--- src/rtl/mod_99_8a_verify_if.sv ---
// MAC Merge verify handshake bundle: management/PHY controls, mPacket pulses and status.
// master = verify block, slave = surrounding MMS logic; pulses are single-cycle, send_v is a level.
interface mod_99_8a_verify_if;
  logic       p_mac_merge_en_tx;
  logic       disable_verify;
  logic       link_fail;
  logic [7:0] verify_time;
  logic       rcv_r;
  logic       send_v_done;
  logic       send_v;
  logic       verified;
  logic       verify_fail;
  logic [2:0] verify_cnt;
  logic [2:0] verify_status;
  logic [2:0] mod_99_8a_state;

  modport master (
    input  p_mac_merge_en_tx, disable_verify, link_fail, verify_time, rcv_r, send_v_done,
    output send_v, verified, verify_fail, verify_cnt, verify_status, mod_99_8a_state
  );

  modport slave (
    output p_mac_merge_en_tx, disable_verify, link_fail, verify_time, rcv_r, send_v_done,
    input  send_v, verified, verify_fail, verify_cnt, verify_status, mod_99_8a_state
  );
endinterface

--- src/rtl/mod_99_8a_verify.sv ---
// Preemption verify initiator: sends verify mPackets, times each respond wait, retries, reports status.
// Registered outputs; send_v is held until send_v_done (no other backpressure); any abort resets in one cycle.
module mod_99_8a_verify #(
  parameter int CYCLES_PER_MS = 125000,
  parameter int VERIFY_LIMIT  = 3
) (
  input  logic                clk,
  input  logic                reset_begin,
  mod_99_8a_verify_if.master  bus
);

  localparam int PW = (CYCLES_PER_MS > 1) ? $clog2(CYCLES_PER_MS) : 1;
  localparam logic [PW-1:0] PRESC_MAX = PW'(CYCLES_PER_MS - 1);
  localparam logic [2:0]    LIMIT     = 3'(VERIFY_LIMIT);

  typedef enum logic [2:0] {
    S_INIT     = 3'd0,
    S_IDLE     = 3'd1,
    S_SEND     = 3'd2,
    S_WAIT     = 3'd3,
    S_VERIFIED = 3'd4,
    S_FAIL     = 3'd5
  } state_t;

  typedef enum logic [2:0] {
    ST_DISABLED  = 3'd0,
    ST_INITIAL   = 3'd1,
    ST_VERIFYING = 3'd2,
    ST_SUCCEEDED = 3'd3,
    ST_FAILED    = 3'd4
  } status_t;

  state_t        state;
  state_t        next_state;
  logic          in_entry;
  logic          send_v_q;
  logic          verified_q;
  logic          fail_q;
  logic [2:0]    cnt_q;
  logic          resp_q;
  logic [PW-1:0] presc_q;
  logic [7:0]    ms_q;
  logic          run_q;
  logic          expire_q;
  logic          pending_q;

  logic          abort;
  logic          clr;
  logic          load;
  logic          done_ok;
  logic          timeout;
  logic [7:0]    vt_ms;
  status_t       status;

  assign abort   = bus.link_fail | bus.disable_verify | ~bus.p_mac_merge_en_tx;
  // send_v_done only counts once send_v is actually up (never in the entry cycle)
  assign done_ok = bus.send_v_done & send_v_q;
  assign timeout = expire_q | pending_q;

  always_comb begin
    vt_ms = bus.verify_time;
    if (bus.verify_time == 8'd0) begin
      vt_ms = 8'd1;
    end else if (bus.verify_time > 8'd128) begin
      vt_ms = 8'd128;
    end
  end

  always_comb begin
    next_state = state;
    if (reset_begin || abort) begin
      next_state = S_INIT;
    end else begin
      case (state)
        S_INIT: next_state = S_IDLE;
        S_IDLE: next_state = S_SEND;
        S_SEND: begin
          if (done_ok) begin
            next_state = S_WAIT;
          end
        end
        S_WAIT: begin
          if (resp_q || bus.rcv_r) begin
            next_state = S_VERIFIED;
          end else if (timeout) begin
            next_state = (cnt_q >= LIMIT) ? S_FAIL : S_SEND;
          end
        end
        S_VERIFIED: next_state = S_VERIFIED;
        S_FAIL:     next_state = S_FAIL;
        default:    next_state = S_INIT;
      endcase
    end
  end

  // Reset and abort both land in INIT, so one clear term covers every register.
  assign clr  = (next_state == S_INIT);
  assign load = in_entry && (next_state == S_SEND);

  always_ff @(posedge clk) begin
    state      <= next_state;
    in_entry   <= (next_state == S_SEND) && (state != S_SEND);
    verified_q <= (next_state == S_VERIFIED);
    fail_q     <= (next_state == S_FAIL);

    if (next_state != S_SEND) begin
      send_v_q <= 1'b0;
    end else if (load) begin
      send_v_q <= 1'b1;
    end

    if (clr) begin
      cnt_q <= 3'd0;
    end else if (load) begin
      cnt_q <= cnt_q + 3'd1;
    end

    if (clr || load) begin
      resp_q <= 1'b0;
    end else if (bus.rcv_r && (((state == S_SEND) && !in_entry) || (state == S_WAIT))) begin
      resp_q <= 1'b1;
    end
  end

  // Expiry lands exactly vt_ms*CYCLES_PER_MS edges after the load edge.
  always_ff @(posedge clk) begin
    if (clr) begin
      presc_q  <= '0;
      ms_q     <= 8'd0;
      run_q    <= 1'b0;
      expire_q <= 1'b0;
    end else if (load) begin
      presc_q  <= PRESC_MAX;
      ms_q     <= vt_ms - 8'd1;
      run_q    <= 1'b1;
      expire_q <= 1'b0;
    end else begin
      expire_q <= 1'b0;
      if (run_q) begin
        if (presc_q == '0) begin
          if (ms_q == 8'd0) begin
            expire_q <= 1'b1;
            run_q    <= 1'b0;
          end else begin
            ms_q    <= ms_q - 8'd1;
            presc_q <= PRESC_MAX;
          end
        end else begin
          presc_q <= presc_q - 1'b1;
        end
      end
    end
  end

  // An expiry seen while the verify is still being transmitted waits for WAIT_FOR_RESPONSE.
  always_ff @(posedge clk) begin
    if (clr || load) begin
      pending_q <= 1'b0;
    end else if (state == S_SEND) begin
      pending_q <= pending_q | expire_q;
    end else begin
      pending_q <= 1'b0;
    end
  end

  always_comb begin
    status = ST_INITIAL;
    if (bus.disable_verify || !bus.p_mac_merge_en_tx) begin
      status = ST_DISABLED;
    end else if (state == S_VERIFIED) begin
      status = ST_SUCCEEDED;
    end else if (state == S_FAIL) begin
      status = ST_FAILED;
    end else if ((state == S_SEND) || (state == S_WAIT)) begin
      status = ST_VERIFYING;
    end
  end

  assign bus.send_v          = send_v_q;
  assign bus.verified        = verified_q;
  assign bus.verify_fail     = fail_q;
  assign bus.verify_cnt      = cnt_q;
  assign bus.verify_status   = status;
  assign bus.mod_99_8a_state = state;

endmodule

--- src/flat_wrapper.sv ---
// flat-port wrapper written by rule: the top's interface ports become plain ports
module mod_99_8a_verify_flat 
#(
  parameter int CYCLES_PER_MS = 125000,
  parameter int VERIFY_LIMIT  = 3
)
  (clk, reset_begin, bus_p_mac_merge_en_tx, bus_disable_verify, bus_link_fail, bus_verify_time, bus_rcv_r, bus_send_v_done, bus_send_v, bus_verified, bus_verify_fail, bus_verify_cnt, bus_verify_status, bus_mod_99_8a_state);
  mod_99_8a_verify_if bus_i ();
  input  logic clk;
  input  logic reset_begin;
  input wire logic [$bits(bus_i.p_mac_merge_en_tx)-1:0] bus_p_mac_merge_en_tx;
  input wire logic [$bits(bus_i.disable_verify)-1:0] bus_disable_verify;
  input wire logic [$bits(bus_i.link_fail)-1:0] bus_link_fail;
  input wire logic [$bits(bus_i.verify_time)-1:0] bus_verify_time;
  input wire logic [$bits(bus_i.rcv_r)-1:0] bus_rcv_r;
  input wire logic [$bits(bus_i.send_v_done)-1:0] bus_send_v_done;
  output wire logic [$bits(bus_i.send_v)-1:0] bus_send_v;
  output wire logic [$bits(bus_i.verified)-1:0] bus_verified;
  output wire logic [$bits(bus_i.verify_fail)-1:0] bus_verify_fail;
  output wire logic [$bits(bus_i.verify_cnt)-1:0] bus_verify_cnt;
  output wire logic [$bits(bus_i.verify_status)-1:0] bus_verify_status;
  output wire logic [$bits(bus_i.mod_99_8a_state)-1:0] bus_mod_99_8a_state;
  assign bus_i.p_mac_merge_en_tx = bus_p_mac_merge_en_tx;
  assign bus_i.disable_verify = bus_disable_verify;
  assign bus_i.link_fail = bus_link_fail;
  assign bus_i.verify_time = bus_verify_time;
  assign bus_i.rcv_r = bus_rcv_r;
  assign bus_i.send_v_done = bus_send_v_done;
  assign bus_send_v = bus_i.send_v;
  assign bus_verified = bus_i.verified;
  assign bus_verify_fail = bus_i.verify_fail;
  assign bus_verify_cnt = bus_i.verify_cnt;
  assign bus_verify_status = bus_i.verify_status;
  assign bus_mod_99_8a_state = bus_i.mod_99_8a_state;
  mod_99_8a_verify #(.CYCLES_PER_MS(CYCLES_PER_MS), .VERIFY_LIMIT(VERIFY_LIMIT)) u_core (.clk(clk), .reset_begin(reset_begin), .bus(bus_i));
endmodule
--- config.mk ---
export PLATFORM = sky130hd
export DESIGN_NAME = mod_99_8a_verify_flat
export DESIGN_NICKNAME = d
export VERILOG_FILES = /design/src/rtl/mod_99_8a_verify_if.sv /design/src/rtl/mod_99_8a_verify.sv /design/src/flat_wrapper.sv
export SDC_FILE = /design/constraint.sdc
export NUM_CORES = 1
export LEC_CHECK = 0
export ABC_AREA = 1
export ABC_CLOCK_PERIOD_IN_PS = 2670
export CORE_ASPECT_RATIO = 1.2
export CORE_MARGIN = 2
export CORE_UTILIZATION = 56
export DETAILED_ROUTE_END_ITERATION = 12
export PLACE_DENSITY = 0.8
export SLEW_MARGIN = 20
export SYNTH_ARGS = -nofsm -noshare
export SYNTH_HDL_FRONTEND = slang
export SYNTH_SLANG_ARGS = --single-unit
--- constraint.sdc ---
create_clock -name clk -period 2.67 [get_ports clk]
set_clock_uncertainty 0.1 [all_clocks]
set_input_delay 0.534 -clock clk [delete_from_list [all_inputs] [get_ports clk]]
set_output_delay 0.534 -clock clk [all_outputs]
set_load 0.02 [all_outputs]
==> impl_metrics.py <==
metrics = {
    "route": {
        "firstDrtPassIters": 4,
        "vias": 2241,
        "first_iter_violations": 93,
        "wl_mm": 5.20,
        "ant_nets": 0,
        "drc": 0,
        "wire_per_inst_um": 11.6,
        "vias_per_cell": 5.01,
    },
    "global_routing": {
        "gr-total-overflow": 0,
        "antenna_found_initial": 0,
        "grt_use_total_pct": 23.7,
        "grt_max_degree": 13,
        "first_global_vias": 2042,
        "grt_pass1_wl_mm": 8.82,
    },
    "logic_synthesis": {
        "syn-mean-instance-area_um2": 6.78,
        "synth-seq-cells": 39,
        "synth_top_family_by_area": "simple AND/OR/NAND/NOR gates",
        "synth_edf_count": 0,
        "synth_top_area_share_pct": 33.1,
        "synth_area_mm2": 0.00236,
        "ys_warn_count": 0,
        "synthSimpleGateAreaFrac_pct": 36.4,
        "muxShareOfSynthArea_pct": 0,
        "async_reset_ff_share_pct": 0,
        "synth_cell_types": 33,
        "synthCells": 348,
        "synth-xor-area-share_pct": 3.34,
        "syn-num-nets": 370,
        "synth_top_area_cell": "dfxtp_1",
        "synth.area.top_cells": "dfxtp_1 (33%), nand2_1 (9.5%), inv_1 (9.1%)",
        "synth.yosys.seq_area_share_pct": 33.1,
        "synth_flop_cell": "dfxtp_1",
        "synthAdderAreaFrac_pct": 3.71,
        "synth_compound_area_share_pct": 12.2,
    },
    "finish": {
        "final_common_cell": "nand2_1",
        "area_growth_pct": 22.2,
        "n_antenna_cell": 0,
        "final_cell_mix": "nand2_1 (60), inv_1 (57), nor2_1 (52)",
        "drive_gt1_share_pct": 15.5,
        "fin_area_mm2": 0.00288,
        "nets": 414,
        "final_core_util_pct": 72.0,
        "n_fill_cell": 345,
    },
    "clocking": {
        "htree_levels": 2,
        "clkLatencyLatePin_ns": 0.29,
        "cts_buffer_depth": 2,
        "numCtsBuffers": 5,
        "postCtsSetupRepairBufs": 0,
        "clockRootBuffer": "clkbuf_8",
        "cts.sinks": 39,
        "postCtsHoldBufs": 0,
        "clk_pin_slew_worst_paths_ns": 0.08,
        "tritoncts": "done",
    },
    "status": {
        "status": "finished clean",
    },
    "pwr": {
        "pwr-share-clk_pct": 37.8,
        "pwr-share-comb_pct": 5.4,
        "power_density_mw_per_mm2": 356,
        "finalPower_mw": 1.03,
        "ir_worst_vdd_mv": 0.316,
        "sw_frac_of_total_pct": 22.7,
        "p_leak_nw": 1.54,
        "intPower_mw": 0.793,
        "p_switching_mw": 0.233,
        "pwr-share-seq_pct": 56.8,
    },
    "setup_path": {
        "crit_buf_inv": 4,
        "critPathKind": "in2reg",
        "path_max_fanout": 7,
        "required_ns": 2.81,
        "critPathLaunch": "bus_p_mac_merge_en_tx",
        "timing.rr.end": "u_core.ms_q[6]",
        "r2r_setup_slack_ns": 0.22,
        "crit_chain": "clkdlybuf4s50_1 -> inv_1 -> nor2_1 -> nand3_1 -> inv_1 -> nand2_4 -> nand3_4 -> nor2_8 -> nand2_4 -> nand2_4 -> ha_1 -> or2_2 -> nand3_1 -> o211ai_1 -> inv_1",
        "endpoint_kind": "flip-flop",
        "r2r_cells": 19,
        "crit_family": "simple AND/OR/NAND/NOR gates",
        "reg2reg_from": "u_core.bus.verify_cnt[0]",
        "slowest_delay_ns": 0.45,
        "cp.arrival_ns": 2.63,
        "slowest_stage": "clkdlybuf4s50_1",
        "start_kind": "input port",
    },
    "sta": {
        "period_needed_ns": 2.49,
        "totalNegativeSetupSlack_ns": 0,
        "worst_pin_slew_ns": 0.437,
        "final-setup-viol-count": 0,
        "max_clock_freq_ghz": 0.401,
        "timing.hold.ws_ns": 0.360,
        "finalCritPeriodShare_pct": 93.3,
        "hold_viol_final": 0,
        "max_slew_margin_pct": 70.8,
        "slew_violations": 0,
    },
    "placement": {
        "place_congestion": 0.950,
        "dpl_cell_area_mm2": 0.00277,
        "port_buffers": 26,
        "dp_hpwl_mm": 4.12,
    },
    "flow_run": {
        "cap_violations": 0,
    },
    "die": {
        "start_util_pct": 58.9,
        "die-height_um": 75.1,
        "fp.dieW_um": 63.2,
        "rows": 25,
        "die-area_mm2": 0.00475,
        "io_pins": 27,
        "core_area_mm2": 0.00400,
    },
    "worst_hold_path": {
        "hold_class": "reg2reg",
        "hold-path-endpoint": "u_core.presc_q[0]",
        "hold_start": "u_core.presc_q[0]",
        "min_path_cells": 1,
    },
}
-- routing by layer --
| metal | GRT usage, % | part of all wire [%] | up-vias | routed length, µm |
|---|---|---|---|---|
| met5 | 0 | 0 | - | 0 |
| met4 | 8.70 | 1.8 | 0 | 96 |
| met3 | 4.78 | 4.1 | 9 | 212 |
| met2 | 45.0 | 51 | 45 | 2670 |
| met1 | 26.4 | 43 | 1000 | 2220 |
| li1 | - | - | 1187 | - |
-- stage by stage --
stage / std cells / setup slack (ns)
2_1_floorplan: 348 / 0.217
3_3_place_gp: 439 / -0.0220
3_5_place_dp: 439 / -0.135
4_1_cts: 447 / 0.00389
5_1_grt: 447 / -0.00320
6_report: 447 / 0.179
-- state kept, by name, summed over array words and instances, names as in the netlist --
signal / cells
u_core.bus.verified: 1
u_core.bus.mod_99_8a_state: 3
u_core.presc_q: 17
u_core.bus.send_v: 1
u_core.resp_q: 1
u_core.bus.verify_fail: 1
u_core.bus.verify_cnt: 3
u_core.pending_q: 1
u_core.expire_q: 1
u_core.ms_q: 8
u_core.in_entry: 1
u_core.run_q: 1
-- synth_stat cells, types with 3 or more instances --
| cell type | n |
|---|---|
| inv_1 | 57 |
| dfxtp_1 | 39 |
| xor2_1 | 4 |
| nor3_1 | 7 |
| nand2_2 | 12 |
| nor2_1 | 53 |
| a31oi_1 | 3 |
| nand2_4 | 4 |
| o21ai_0 | 25 |
| nand2_1 | 60 |
| nor2_2 | 5 |
| nand4_1 | 6 |
| ha_1 | 7 |
| inv_2 | 4 |
| a21oi_1 | 16 |
| xnor2_1 | 5 |
| o21ai_1 | 3 |
| nand3_1 | 18 |
-- worst max path at each step --
stage | depth (start not counted) | end | slack (ns)
finish | 15 | u_core.ms_q[2] | 0.18
floorplan | 19 | u_core.ms_q[6] | 0.22
detailed placement | 15 | u_core.ms_q[6] | -0.14
global placement | 15 | u_core.ms_q[6] | -0.02
global route | 17 | u_core.ms_q[6] | -0.003
CTS | 5 | bus_verify_status[0] | 0.004
-- what timing repair did --
item,4_1_cts,5_1_grt
hold endpoints to repair,0,0
resized for setup,0,9
endpoints found under the setup margin,0,5
-- power groups by stage --
stage | clock network [mW] | logic, mW | registers, mW
global route | 0.422 | 0.0615 | 0.583
global placement | 0 | 0.0542 | 0.596
detailed placement | 0 | 0.0550 | 0.596
floorplan | 0 | 0.0229 | 0.597
finish | 0.387 | 0.0559 | 0.583
CTS | 0.401 | 0.0554 | 0.583
-- area by class of cell --
class | count | area [µm²] | area share, %
Inverter | 62 | 235 | 8.16
Tap cell | 54 | 67.6 | 2.34
Multi-Input combinational cell | 243 | 1330 | 46.2
Clock inverter | 2 | 12.5 | 0.434
Clock buffer | 6 | 72.6 | 2.52
Timing Repair Buffer | 41 | 380 | 13.2
Sequential cell | 39 | 783 | 27.2
-- kinds of logic (layout without fill, tap and decap cells) --
logic type / Yosys count / count (layout)
adder cells (fa/ha/maj): 7 / 7
AO/OA/AOI/OAI: 53 / 53
buffers and inverters: 66 / 111
XOR/XNOR: 9 / 9
flip-flops: 39 / 39
AND/OR/NAND/NOR: 174 / 174
(Power assumes the default switching activity.)
